===== src/rtl/obj_layer_addr.sv =====
// obj_layer_addr
//   Multi-object sprite/terrain ROM address generator for the VGA path.
//   NUM_OBJ rectangular objects, each with a screen pivot/size, a source
//   memory pivot and enable/hflip controls. Object parameters live in a
//   shadow bank written via cfg_* and are copied into the active bank once
//   per frame at (vga_h == 0, vga_v == V_ACTIVE). The output is a 2-stage
//   pipelined source address; the lowest-indexed covering object wins.
//
// Ports
//   clk, rst      : clock, synchronous active-high reset
//   vga_h, vga_v  : VGA pixel/line counters
//   pix_valid     : counters describe an active-area pixel this cycle
//   cfg_we        : shadow register write strobe
//   cfg_idx       : object being written
//   cfg_field     : 0 pivot_h, 1 pivot_v, 2 mem_pivot_h, 3 mem_pivot_v,
//                   4 width, 5 height, 6 ctrl (bit0 obj_en, bit1 hflip)
//   cfg_data      : write data
//   addr          : source memory address (2 cycles after the pixel)
//   en            : some enabled object covers the pixel
//   obj_id        : winning object index
//   out_valid     : pix_valid delayed by 2 cycles
//   committed     : one-cycle pulse after shadow -> active copy
module obj_layer_addr #(
  parameter int unsigned NUM_OBJ     = 4,
  parameter int unsigned IDX_W       = 2,
  parameter int unsigned COORD_W     = 10,
  parameter int unsigned ADDR_W      = 17,
  parameter int unsigned MEM_STRIDE  = 320,
  parameter int unsigned SCALE_SHIFT = 1,
  parameter int unsigned V_ACTIVE    = 480
) (
  input  logic               clk,
  input  logic               rst,
  input  logic [COORD_W-1:0] vga_h,
  input  logic [COORD_W-1:0] vga_v,
  input  logic               pix_valid,
  input  logic               cfg_we,
  input  logic [IDX_W-1:0]   cfg_idx,
  input  logic [2:0]         cfg_field,
  input  logic [COORD_W-1:0] cfg_data,
  output logic [ADDR_W-1:0]  addr,
  output logic               en,
  output logic [IDX_W-1:0]   obj_id,
  output logic               out_valid,
  output logic               committed
);

  typedef enum logic [2:0] {
    F_PIVOT_H     = 3'd0,
    F_PIVOT_V     = 3'd1,
    F_MEM_PIVOT_H = 3'd2,
    F_MEM_PIVOT_V = 3'd3,
    F_WIDTH       = 3'd4,
    F_HEIGHT      = 3'd5,
    F_CTRL        = 3'd6,
    F_RSVD        = 3'd7
  } cfg_field_e;

  typedef struct packed {
    logic [COORD_W-1:0] pivot_h;
    logic [COORD_W-1:0] pivot_v;
    logic [COORD_W-1:0] mem_pivot_h;
    logic [COORD_W-1:0] mem_pivot_v;
    logic [COORD_W-1:0] width;
    logic [COORD_W-1:0] height;
    logic               hflip;
    logic               obj_en;
  } obj_t;

  obj_t shadow [NUM_OBJ];
  obj_t active [NUM_OBJ];

  logic commit_pt;
  assign commit_pt = (vga_v == COORD_W'(V_ACTIVE)) && (vga_h == '0);

  // Shadow/active banks. Nonblocking semantics make a write on the commit
  // edge land in shadow only; active takes the pre-write value.
  always_ff @(posedge clk) begin
    if (rst) begin
      for (int unsigned i = 0; i < NUM_OBJ; i++) begin
        shadow[i] <= '0;
        active[i] <= '0;
      end
      committed <= 1'b0;
    end else begin
      committed <= commit_pt;
      for (int unsigned i = 0; i < NUM_OBJ; i++) begin
        if (commit_pt)
          active[i] <= shadow[i];
        if (cfg_we && (cfg_idx == IDX_W'(i))) begin
          case (cfg_field_e'(cfg_field))
            F_PIVOT_H:     shadow[i].pivot_h     <= cfg_data;
            F_PIVOT_V:     shadow[i].pivot_v     <= cfg_data;
            F_MEM_PIVOT_H: shadow[i].mem_pivot_h <= cfg_data;
            F_MEM_PIVOT_V: shadow[i].mem_pivot_v <= cfg_data;
            F_WIDTH:       shadow[i].width       <= cfg_data;
            F_HEIGHT:      shadow[i].height      <= cfg_data;
            F_CTRL: begin
              shadow[i].obj_en <= cfg_data[0];
              shadow[i].hflip  <= cfg_data[1];
            end
            default: ;
          endcase
        end
      end
    end
  end

  // Stage 1: per-object hit test and object-relative offsets.
  logic [COORD_W-1:0] h_log, v_log;
  assign h_log = vga_h >> SCALE_SHIFT;
  assign v_log = vga_v >> SCALE_SHIFT;

  logic [NUM_OBJ-1:0] hit_c;
  logic [COORD_W-1:0] dh_raw [NUM_OBJ];
  logic [COORD_W-1:0] dh_c   [NUM_OBJ];
  logic [COORD_W-1:0] dv_c   [NUM_OBJ];

  always_comb begin
    hit_c = '0;
    for (int unsigned i = 0; i < NUM_OBJ; i++) begin
      dh_raw[i] = h_log - active[i].pivot_h;
      dv_c[i]   = v_log - active[i].pivot_v;
      // Explicit >= guards stop a wrapped difference from passing as in-range.
      hit_c[i]  = active[i].obj_en && pix_valid &&
                  (h_log >= active[i].pivot_h) && (dh_raw[i] < active[i].width) &&
                  (v_log >= active[i].pivot_v) && (dv_c[i] < active[i].height);
      dh_c[i]   = active[i].hflip ? (active[i].width - COORD_W'(1) - dh_raw[i])
                                  : dh_raw[i];
    end
  end

  logic [NUM_OBJ-1:0] s1_hit;
  logic [COORD_W-1:0] s1_dh [NUM_OBJ];
  logic [COORD_W-1:0] s1_dv [NUM_OBJ];
  logic               s1_valid;

  always_ff @(posedge clk) begin
    if (rst) begin
      s1_hit   <= '0;
      s1_valid <= 1'b0;
      for (int unsigned i = 0; i < NUM_OBJ; i++) begin
        s1_dh[i] <= '0;
        s1_dv[i] <= '0;
      end
    end else begin
      s1_hit   <= hit_c;
      s1_valid <= pix_valid;
      for (int unsigned i = 0; i < NUM_OBJ; i++) begin
        s1_dh[i] <= dh_c[i];
        s1_dv[i] <= dv_c[i];
      end
    end
  end

  // Stage 2: priority select (lowest index wins) and address formation.
  logic              sel_found;
  logic [IDX_W-1:0]  sel_idx;
  logic [ADDR_W-1:0] sel_addr;

  always_comb begin
    sel_found = 1'b0;
    sel_idx   = '0;
    sel_addr  = '0;
    for (int unsigned i = 0; i < NUM_OBJ; i++) begin
      if (!sel_found && s1_hit[i]) begin
        sel_found = 1'b1;
        sel_idx   = IDX_W'(i);
        // Evaluated modulo 2^ADDR_W: identical to the wide product truncated.
        sel_addr  = (ADDR_W'(active[i].mem_pivot_h) + ADDR_W'(s1_dh[i])) +
                    ADDR_W'(MEM_STRIDE) *
                    (ADDR_W'(active[i].mem_pivot_v) + ADDR_W'(s1_dv[i]));
      end
    end
  end

  always_ff @(posedge clk) begin
    if (rst) begin
      addr      <= '0;
      en        <= 1'b0;
      obj_id    <= '0;
      out_valid <= 1'b0;
    end else begin
      addr      <= sel_addr;
      en        <= sel_found;
      obj_id    <= sel_idx;
      out_valid <= s1_valid;
    end
  end

endmodule


===== config.mk =====
export PLATFORM = sky130hd
export DESIGN_NAME = obj_layer_addr
export DESIGN_NICKNAME = d
export VERILOG_FILES = /design/src/rtl/obj_layer_addr.sv
export SDC_FILE = /design/constraint.sdc
export NUM_CORES = 1
export LEC_CHECK = 0
export CAP_MARGIN = 30
export CORE_MARGIN = 2
export CORE_UTILIZATION = 56
export DETAILED_ROUTE_END_ITERATION = 12
export PLACE_DENSITY = 0.76
export SYNTH_ARGS = -nofsm -noshare
export SYNTH_HDL_FRONTEND = slang
export SYNTH_SLANG_ARGS = --single-unit

===== constraint.sdc =====
create_clock -name clk -period 13.47 [get_ports clk]
set_clock_uncertainty 0.05 [all_clocks]
set_input_delay 2.0205 -clock clk [delete_from_list [all_inputs] [get_ports clk]]
set_output_delay 2.0205 -clock clk [all_outputs]
set_load 0.01 [all_outputs]

---- Yosys cells after proc, flatten, opt, wreduce, memory -nomap -nowiden ----
Memories as Yosys holds them, arrays and structs flattened.
Index checks and enable logic that the tools add are counted.
cells by class
  add/sub/neg operators ................... 28
  multipliers ............................. 4
  magnitude comparators ................... 16
  eq/ne operators ......................... 10
  muxes and demuxes ....................... 156
  bitwise operators ....................... 44
  reductions and logical operators ........ 34
operator list
  cell                                                   number
  two-way mux 10 bit                                     36
  two-way mux 62 bit                                     4
  two-way mux 1 bit                                      110
  adder 10 x 10 -> 11 bit                                8
  greater-or-equal comparator 9 x 10 -> 1 bit            8
  less-than comparator 10 bit                            8
  subtractor 9 x 10 -> 10 bit                            8
  adder 11 x 17 -> 17 bit                                4
  two-way mux 17 bit                                     4
  multiplier 3 x 11 -> 11 bit (first input constant)     4
  OR 1 bit                                               44
  subtractor 10 x 1 -> 10 bit (second input constant)    4
  subtractor 10 bit                                      4
  logical AND 1 bit                                      28
  equality test 10 x 9 -> 1 bit (second input constant)  1
  zero test 10 bit                                       1
  equality test 3 bit (second input constant)            3
  equality test 3 x 2 -> 1 bit (second input constant)   2
  equality test 2 bit (second input constant)            2
  two-way mux 2 bit                                      2
  equality test 3 x 1 -> 1 bit (second input constant)   1
  zero test 1 bit                                        3
  zero test 3 bit                                        1
  equality test 2 x 1 -> 1 bit (second input constant)   1
  zero test 2 bit                                        1
storage, ports and cells
  register bits ........................... 27
  bits in writable memories ............... 576
  output and inout port bits .............. 22
  memories kept ........................... 4
memory list
  name    words  width  read ports  clocked after Yosys merged registers in  write ports  RTL line  source
  active  4      62     4           0                                        4            71        obj_t active [NUM_OBJ];
  shadow  4      62     4           0                                        4            70        obj_t shadow [NUM_OBJ];
  s1_dh   4      10     4           0                                        4            134       logic [COORD_W-1:0] s1_dh [NUM_OBJ];
  s1_dv   4      10     4           0                                        4            135       logic [COORD_W-1:0] s1_dv [NUM_OBJ];

---- Longest topological paths before layout ----
Gate-level depths: netlist of the first run.
  word-level depth ........................ 10
  mapped depth ............................ 21
  mapped depth without buffers ............ 21

---- Worst setup path before layout of the first run ----
Ideal clock, no wire load.
  path kind ............................... input port to flip-flop
  from .................................... input vga_h[0]
  to ...................................... memory active[0][0] (netlist bit), enable pin
  library setup time ...................... 0.654 ns
  arrival ................................. 8.362 ns
  required time ........................... 12.766 ns
  setup slack ............................. 4.404 ns
  stages .................................. 4
  path buffers ............................ 0
  cells stage by stage .................... or4_1 -> nor2_1 -> nand4_1 -> nand2b_1
RTL lines
  element             RTL line  source
  start: declaration  34        input logic [COORD_W-1:0] vga_h,
  end: declaration    71

---- Worst setup path after layout of the first run ----
  from .................................... input vga_h[2]
  to ...................................... register s1_hit[0]
between the ends
  word-level cells in the longest chain between the ends .. 5
  elaborated cells on any way between the ends .. 7
ends and longest elaborated chain
  element                                                                                     RTL line  source
  subtractor 9 x 10 -> 10 bit or greater-or-equal comparator 9 x 10 -> 1 bit (tied branches)  122, 126
  less-than comparator 10 bit or logical AND 1 bit (tied branches)                            126, 125
  logical AND 1 bit (*) (2 in a row)                                                          126       (h_log >= active[i].pivot_h) && (dh_raw[i] < active[i].width) &&
  logical AND 1 bit (*)                                                                       127       (v_log >= active[i].pivot_v) && (dv_c[i] < active[i].height);
  end signal: assignment                                                                      147       s1_hit <= hit_c;
  end: declaration                                                                            133       logic [NUM_OBJ-1:0] s1_hit;
Mark *: on every way between the ends. The rest lies on a longest branch, timed or not.
A chain may end at the register's enable or synchronous reset.

==> flow_summary.ini, run 1 <==
[job]
max_cap_viol_count = 0

[yosys]
yosys.area.top_type = edfxtp_1
synth_ff_type = edfxtp_1
synthTopCellsByArea = edfxtp_1, ha_1, and2_1, dfxtp_1, inv_1
syn_area_per_cell_um2 = 10.9
synth_top_area_share = 0.432
ys_seq_area_frac = 0.494
yosys_warnings = 0
synth.distinct_cells = 72
synth_cells = 3176
synth_common_cells = edfxtp_1, and2_1, inv_1
synthesis.area_mm2 = 0.0345
synth_edf_count = 496
syn_nets = 3599
ys_async_sr_fraction = 0
yosysMostFrequentCell = edfxtp_1
ys_ff_latch = 603

[timing]
final-hold-violation-count = 0
fin_hold_ws_ps = 411
tns_ps = 0
setup-violations-final = 0
slew_viol_final = 0
min_period_over_period = 0.435
rsz0062_at_grt = false
max_freq_mhz = 171
fin_ws_ps = 7610
worstMarginPinSlew_ps = 1010
slew_headroom = 0.327
period_needed_ps = 5860

[worst_hold_path]
hp-class = flip-flop to flip-flop
worstHoldPathCells = 1

[global_routing]
overflow = 0
antenna_found_initial = 6
grt_pass1_wl_um = 135000
grt_usage = 0.286
grt_pass1_vias = 22800
grt_max_degree = 138

[clocking]
holdBufCountCts = 0
cts_made_buffers = 67
cts_resized = 0
cts_root_buf = clkbuf_16
cts_sinks = 603
clock_latency_ps = 610
clk_pin_slew_ps = 60
cts_max_level = 3
cts_setup_buffers = 0
clk_path_buf_depth = 3
cts_tree = built

[detailed_routing]
vias = 23100
antenna_left = 0
totalWireLength_um = 89600
dr.first_iter.drc_count = 2272
wl_per_cell_um = 22.0
routed_via_density = 5.67
drc = 0
first_pass_iters = 5

[worst_setup_path]
cp.arrival_ps = 6350
crit_required_ps = 13960
r2r_cells = 19
start_kind = primary input
endpoint_kind = flip-flop
crit_type = primary input to flip-flop
cp_max_fo = 9

[cells_and_area]
finalNonFillerCells = 4068
area_delta_synth_final_pct = 10.6
final_area_mm2 = 0.0381
fillCellCount = 4743
drive_gt1_frac = 0.0447
fin_util = 0.629
nets = 3655

[power_and_ir_drop]
finalPower_mw = 5.13
powerDensity_mw_per_mm2 = 135
ir_worst_vdd_mv = 0.123
leakagePower_nw = 16.1

[placed_design]
preCtsSetupSlack_ps = 6810
dpl.hpwl_um = 63800
portBuffers = 60
placed_area_mm2 = 0.0358
dp_cells = 3944
gp_congestion = 0.952

[floorplanning]
boundaryPins = 61
rows = 90
die_h_um = 252
initial_utilization = 0.569
fp.dieW_um = 252
coreArea_mm2 = 0.0606
die_area_mm2 = 0.0636

[run_status]
status = finished, final reports clean
state kept, by name, indices dropped and copies added (netlist names):
signal     count
committed      1
en             1
shadow       248
s1_dh         40
out_valid      1
addr          17
s1_dv         40
obj_id         2
active       248
s1_valid       1
s1_hit         4
placed cells by master, fill, tap and decap left out, types with 57 or more instances in the layout:
master | Yosys | routed
a21oi_1 | 184 | 184
edfxtp_1 | 496 | 496
nor2b_1 | 72 | 72
xnor2_1 | 120 | 120
and2_1 | 495 | 495
inv_1 | 398 | 398
nand2_1 | 93 | 93
ha_1 | 344 | 344
dfxtp_1 | 107 | 107
o21ai_0 | 81 | 81
clkbuf_16 | 0 | 71
o21bai_1 | 57 | 57
nor2_1 | 177 | 176
report_power, final:
part,switching (mW),internal (mW),total (mW)
clock network,0.749,1.14,1.89
registers,0.0337,2.10,2.13
logic,0.682,0.428,1.11
total,1.47,3.67,5.13
cell type report:
type | instances | area [µm²] | area share
Sequential cell | 603 | 17000 | 0.447
Clock buffer | 92 | 1940 | 0.0508
Inverter | 398 | 1490 | 0.0392
Tap cell | 782 | 978 | 0.0257
Multi-Input combinational cell | 2088 | 15600 | 0.410
Timing Repair Buffer | 74 | 706 | 0.0185
Clock inverter | 30 | 342 | 0.00896
Antenna cell | 1 | 2.50 | 0.0000656
cell families after synthesis:
group           after synthesis  synth area share
flops                       603             0.494
mux                           9           0.00265
xor+xnor                    160            0.0414
buf+inv                     485            0.0528
fa+ha+maj                   384             0.148
compound gates              519            0.0962
simple gates               1016             0.165
routing by layer:
layer,share of wire,global-route usage,up-vias
li1,-,-,11000
met1,0.43,0.396,11000
met2,0.45,0.454,860
met3,0.074,0.0359,191
met4,0.044,0.125,2
met5,0.000089,0,-
path summary, 6_finish.rpt:
path                             startpoint        end  slack (ps)
worst max-delay path               vga_h[2]  s1_hit[0]        7610
worst min-delay path               s1_valid  out_valid         410
worst max register to register  s1_dv[1][0]   addr[16]        8760
worst min register to register     s1_valid  out_valid         410
worst max-delay path, stage by stage:
cell	delay [ps]
clkdlybuf4s50_1	920
ha_1	360
nor2b_1	140
o21ai_1	150
a21oi_1	110
o21ai_1	170
a21boi_1	110
o21a_1	190
or2_0	230
a31oi_1	270
xor2_1	180
ha_1	280
a21oi_1	230
nand4b_1	110
or4_1	410
a221oi_1	230
o2111a_1	220
Power figures use the tool's default switching activity.
==> run 2: changes to the inputs <==
--- a/config.mk
+++ b/config.mk
@@ -9,7 +9,7 @@
 export CORE_MARGIN = 2
 export CORE_UTILIZATION = 56
 export DETAILED_ROUTE_END_ITERATION = 12
-export PLACE_DENSITY = 0.76
+export PLACE_DENSITY = 0.79
 export SYNTH_ARGS = -nofsm -noshare
 export SYNTH_HDL_FRONTEND = slang
 export SYNTH_SLANG_ARGS = --single-unit
==> constraint.sdc (replaced) <==
create_clock -name clk -period 4.9 [get_ports clk]
set_clock_uncertainty 0.05 [all_clocks]
set_input_delay 0.735 -clock clk [delete_from_list [all_inputs] [get_ports clk]]
set_output_delay 0.735 -clock clk [all_outputs]
set_load 0.01 [all_outputs]
==> run 2 against run 1 <==
Compared with the run above:
- sequential share of layout area rose by 0.25 points
- sequential cell count did not move
- final cell count barely moved
- register-to-register slack got worse by 8600 ps
- combinational power rose to 2.7 times the previous value
- die area did not move
- worst setup slack got worse by 7500 ps
==> flow_summary.ini, run 2 (synthesized netlist as in run 1, its figures left out) <==
[run_status]
status = finished, final reports clean

[clocking]
cts_sinks = 603
cts_made_buffers = 61
cts_max_level = 2
clk_pin_slew_ps = 60
cts_setup_buffers = 0
clock_latency_ps = 640
cts_tree = built
holdBufCountCts = 0
cts_resized = 0
cts_root_buf = clkbuf_16
clk_path_buf_depth = 3

[floorplanning]
die_area_mm2 = 0.0636
initial_utilization = 0.569
rows = 90
die_h_um = 252
boundaryPins = 61
coreArea_mm2 = 0.0606
fp.dieW_um = 252

[cells_and_area]
drive_gt1_frac = 0.0433
layout_commonest_cell = edfxtp_1
area_delta_synth_final_pct = 9.98
top_regs = active: 248 flops, shadow: 248 flops
nets = 3653
fillCellCount = 4679
layout_common_cells = edfxtp_1, and2_1, inv_1

[placed_design]
portBuffers = 60
gp_congestion = 0.921
preCtsSetupSlack_ps = 26.9
dpl.hpwl_um = 60800

[timing]
setup-violations-final = 0
tns_ps = 0
slew_viol_final = 0
rsz0062_at_grt = false
worstMarginPinSlew_ps = 1070
fin_ws_ps = 154
period_needed_ps = 4750
min_period_over_period = 0.968
max_freq_mhz = 211
final-hold-violation-count = 0
slew_headroom = 0.289

[worst_setup_path]
crit_path_start = active[2][22]
r2r_cells = 17
crit_required_ps = 5420
endpoint = addr[16]
start_kind = flip-flop
cp_max_fo = 5
r2r_start = active[2][22]
crit_type = flip-flop to flip-flop
rrSetupSlack_ps = 150
cp.arrival_ps = 5260
endpoint_kind = flip-flop
reg2reg_to = addr[16]

[global_routing]
grt_pass1_wl_um = 129000
grt_pass1_vias = 22700
grt_max_degree = 122
grt_usage = 0.271
overflow = 0
antenna_found_initial = 4

[power_and_ir_drop]
leakagePower_nw = 15.9
powerDensity_mw_per_mm2 = 357
ir_worst_vdd_mv = 0.307

[detailed_routing]
dr.first_iter.drc_count = 1990
totalWireLength_um = 85200
antenna_left = 0
wl_per_cell_um = 20.9
first_pass_iters = 6
drc = 0
routed_via_density = 5.69
vias = 23100

[job]
max_cap_viol_count = 0

[worst_hold_path]
hp-class = flip-flop to flip-flop
run 2: routing by layer:
metal / vias up / share of wire / global-route usage
met5: - / 0 / 0
met4: 0 / 0.049 / 0.125
met3: 203 / 0.072 / 0.0340
met2: 891 / 0.46 / 0.435
met1: 11100 / 0.42 / 0.368
li1: 10900 / - / -
run 2: how the worst min path moves through the flow:
| stage | startpoint | endpoint | slack, ps | depth (start not counted) |
|---|---|---|---|---|
| 6_report | shadow[3][8] | active[3][8] | 460 | 1 |
| 5_1_grt | shadow[3][8] | active[3][8] | 470 | 1 |
| 4_1_cts | shadow[1][38] | active[1][38] | 460 | 1 |
| 3_5_place_dp | shadow[1][15] | active[1][15] | 450 | 1 |
| 3_3_place_gp | shadow[0][14] | active[0][14] | 450 | 1 |
| 2_1_floorplan | s1_valid | out_valid | 360 | 1 |
run 2: final cells by class:
cell class,count,area [µm²],area share
antenna,1,2.50,0.0000660
clock buffer,79,1620,0.0428
clock inverter,37,369,0.00974
inverter,398,1490,0.0394
multi-input combinational,2088,15600,0.412
sequential,603,17000,0.449
tap,782,978,0.0258
timing repair buffer,78,778,0.0205
run 2: critical path, cell delays in order (launching register included):
cell and delay, ps:
edfxtp_1 330, ha_1 190, inv_1 60, fa_1 420, nor2b_1 180, o21a_1 130, nor2_1 50, xnor2_1 240
ha_1 320, fa_1 570, ha_1 400, nand2_1 100, o311ai_1 380, nor2_1 190, nor3_1 180, xnor3_1 460
a2bb2oi_1 190, a31oi_1 220
run 2: report_power, final:
part | leakage [nW] | total [mW] | switching, mW | internal, mW
clock | 0.952 | 4.62 | 2.00 | 2.62
sequential | 5.91 | 5.86 | 0.0911 | 5.77
combinational | 9.05 | 3.05 | 1.87 | 1.18
run 2: per-stage QoR:
step	util	hold slack (ps)	std cells	instance area [µm²]	power (mW)
2_1_floorplan	-	364	3176	34500	8.07
3_3_place_gp	0.592	449	3948	35900	8.84
3_5_place_dp	0.592	451	3948	35900	8.96
4_1_cts	0.625	464	4064	37900	13.5
5_1_grt	0.626	467	4065	37900	14.1
6_report	0.626	459	4066	37900	13.5
==> run 3: changes to the inputs <==
==> constraint.sdc (replaced) <==
create_clock -name clk -period 4.1 [get_ports clk]
set_clock_uncertainty 0.05 [all_clocks]
set_input_delay 0.615 -clock clk [delete_from_list [all_inputs] [get_ports clk]]
set_output_delay 0.615 -clock clk [all_outputs]
set_load 0.01 [all_outputs]
==> run 3 against run 2 <==
Compared with the run above:
- the flow now finishes with violations (setup timing)
- clock-buffer cell count is 7 higher
- via count increased by 7.5%
- sequential power rose by 19%
- clock power grew 35%
- register-to-register slack worse by 340 ps
- worst setup slack worse by 340 ps
- combinational power up 67%
- sequential share of layout area down 3.9 points
- fmax increased by 11%
==> flow_summary.ini, run 3 (synthesized netlist as in run 1, its figures left out) <==
[run_status]
status = finished with violations
violations = setup timing

[clocking]
cts_made_buffers = 67
clock_latency_ps = 610
cts_root_buf = clkbuf_16
clk_path_buf_depth = 3
cts_max_level = 3
cts_tree = built
holdBufCountCts = 0
cts_sinks = 603
clk_pin_slew_ps = 60

[floorplanning]
coreArea_mm2 = 0.0606
fp.dieW_um = 252
die_h_um = 252
boundaryPins = 61
initial_utilization = 0.569
die_area_mm2 = 0.0636
rows = 90

[job]
max_cap_viol_count = 0

[cells_and_area]
layout_common_cells = edfxtp_1, and2_1, inv_1
nets = 3975
drive_gt1_frac = 0.164
area_delta_synth_final_pct = 20.4
layout_commonest_cell = edfxtp_1
top_regs = active: 248 flops, shadow: 248 flops

[detailed_routing]
vias = 24900
routed_via_density = 5.66
antenna_left = 0
route.met2.wl_um = 42000
first_pass_iters = 5
wl_per_cell_um = 20.5
dr.first_iter.drc_count = 2446
totalWireLength_um = 90100
routedLengthMet1_um = 36000
wl_met3_um = 7330
drc = 0
dr.max_layer_used = met4

[global_routing]
grt_max_degree = 139
overflow = 0
grt_usage = 0.284
antenna_found_initial = 8
grt_pass1_vias = 24700
grt_pass1_wl_um = 137000

[power_and_ir_drop]
combPwrFrac = 0.278
finalPower_mw = 18.3
ir_worst_vdd_mv = 0.455
p_sw_mw = 5.28
pwr-share-seq = 0.382
clockPowerShare = 0.340
power.internal_mw = 13.0
swShare = 0.288
leakagePower_nw = 17.9
powerDensity_mw_per_mm2 = 441

[worst_setup_path]
reg2reg_to = addr[16]
r2r_cells = 20
cp_max_fo = 2
r2r_start = active[3][23]
endpoint_kind = flip-flop
start_kind = flip-flop
rrSetupSlack_ps = -180
cp.arrival_ps = 4760
crit_type = flip-flop to flip-flop
crit_required_ps = 4580

[timing]
period_needed_ps = 4280
max_freq_mhz = 233
slew_viol_final = 0
setup-violations-final = 3
fin_ws_ps = -185
slew_headroom = 0.305
min_period_over_period = 1.05
final-hold-violation-count = 0
worstMarginPinSlew_ps = 1040
rsz0062_at_grt = true

[worst_hold_path]
worstHoldPathCells = 1
hp-class = flip-flop to flip-flop
hold_end = active[3][47]
worstHoldStart = shadow[3][47]

[placed_design]
gp_congestion = 0.942
portBuffers = 60
preCtsSetupSlack_ps = -660
dpl.hpwl_um = 63300
run 3: power by group through the flow:
stage                     combinational, mW  clock, mW  sequential [mW]
after floorplan                        2.57          0             7.08
after global placement                 4.20          0             7.11
after detailed placement               4.37          0             7.12
after CTS                              4.55       6.26             7.00
after global routing                   5.52       6.50             7.02
final                                  5.08       6.22             7.00
run 3: how the worst max path moves through the flow:
stage,end,startpoint,slack [ps]
finish,addr[16],active[3][23],-180
global route,addr[16],active[1][23],-360
CTS,addr[16],active[3][23],-140
detailed placement,s1_hit[2],vga_h[2],-660
global placement,s1_hit[2],vga_h[2],-370
floorplan,addr[12],active[0][23],10
run 3: cell type report:
class	count	area, µm²
diodes	3	7.51
clock buffers	86	1890
clock inverters	38	403
fillers	4197	19100
inverters	398	1500
multi-input cells	2088	16500
flip-flops and latches	603	17000
well taps	782	978
repair buffers	394	3210
run 3: metal layers:
layer	global-route usage	up-vias
met2	0.468	1024
li1	-	11600
met5	0	-
met4	0.147	0
met1	0.364	11900
met3	0.0441	270
run 3: metrics by stage:
stage	TNS (ps)	instance area (µm²)	instances	hold WS, ps	utilization
3_5_place_dp	-5880	38200	4242	451	0.630
2_1_floorplan	0	34500	3176	364	-
4_1_cts	-155	40700	4372	460	0.672
3_3_place_gp	-2670	38100	4240	449	0.629
6_report	-227	41500	4392	454	0.685
5_1_grt	-1260	41500	4390	475	0.685
run 3: timing repair:
item                       CTS  global route
hold endpoints to repair     0             0
setup buffers                6            17
setup endpoints to repair    7            12
pin swaps                   42            85
resized for setup           43           106
run 3: critical path, cell delays in order, from the launching register on:
cell	delay [ps]
edfxtp_1	370
buf_4	120
buf_4	80
inv_1	40
fa_2	380
nor2b_2	140
o21ai_2	80
a21oi_2	180
nor2_1	70
xnor2_1	290
ha_1	320
ha_1	340
inv_1	90
o21bai_2	220
a2111oi_4	110
or3_4	370
xnor2_4	160
xnor2_2	190
buf_4	170
mux2_4	290
a31oi_1	140
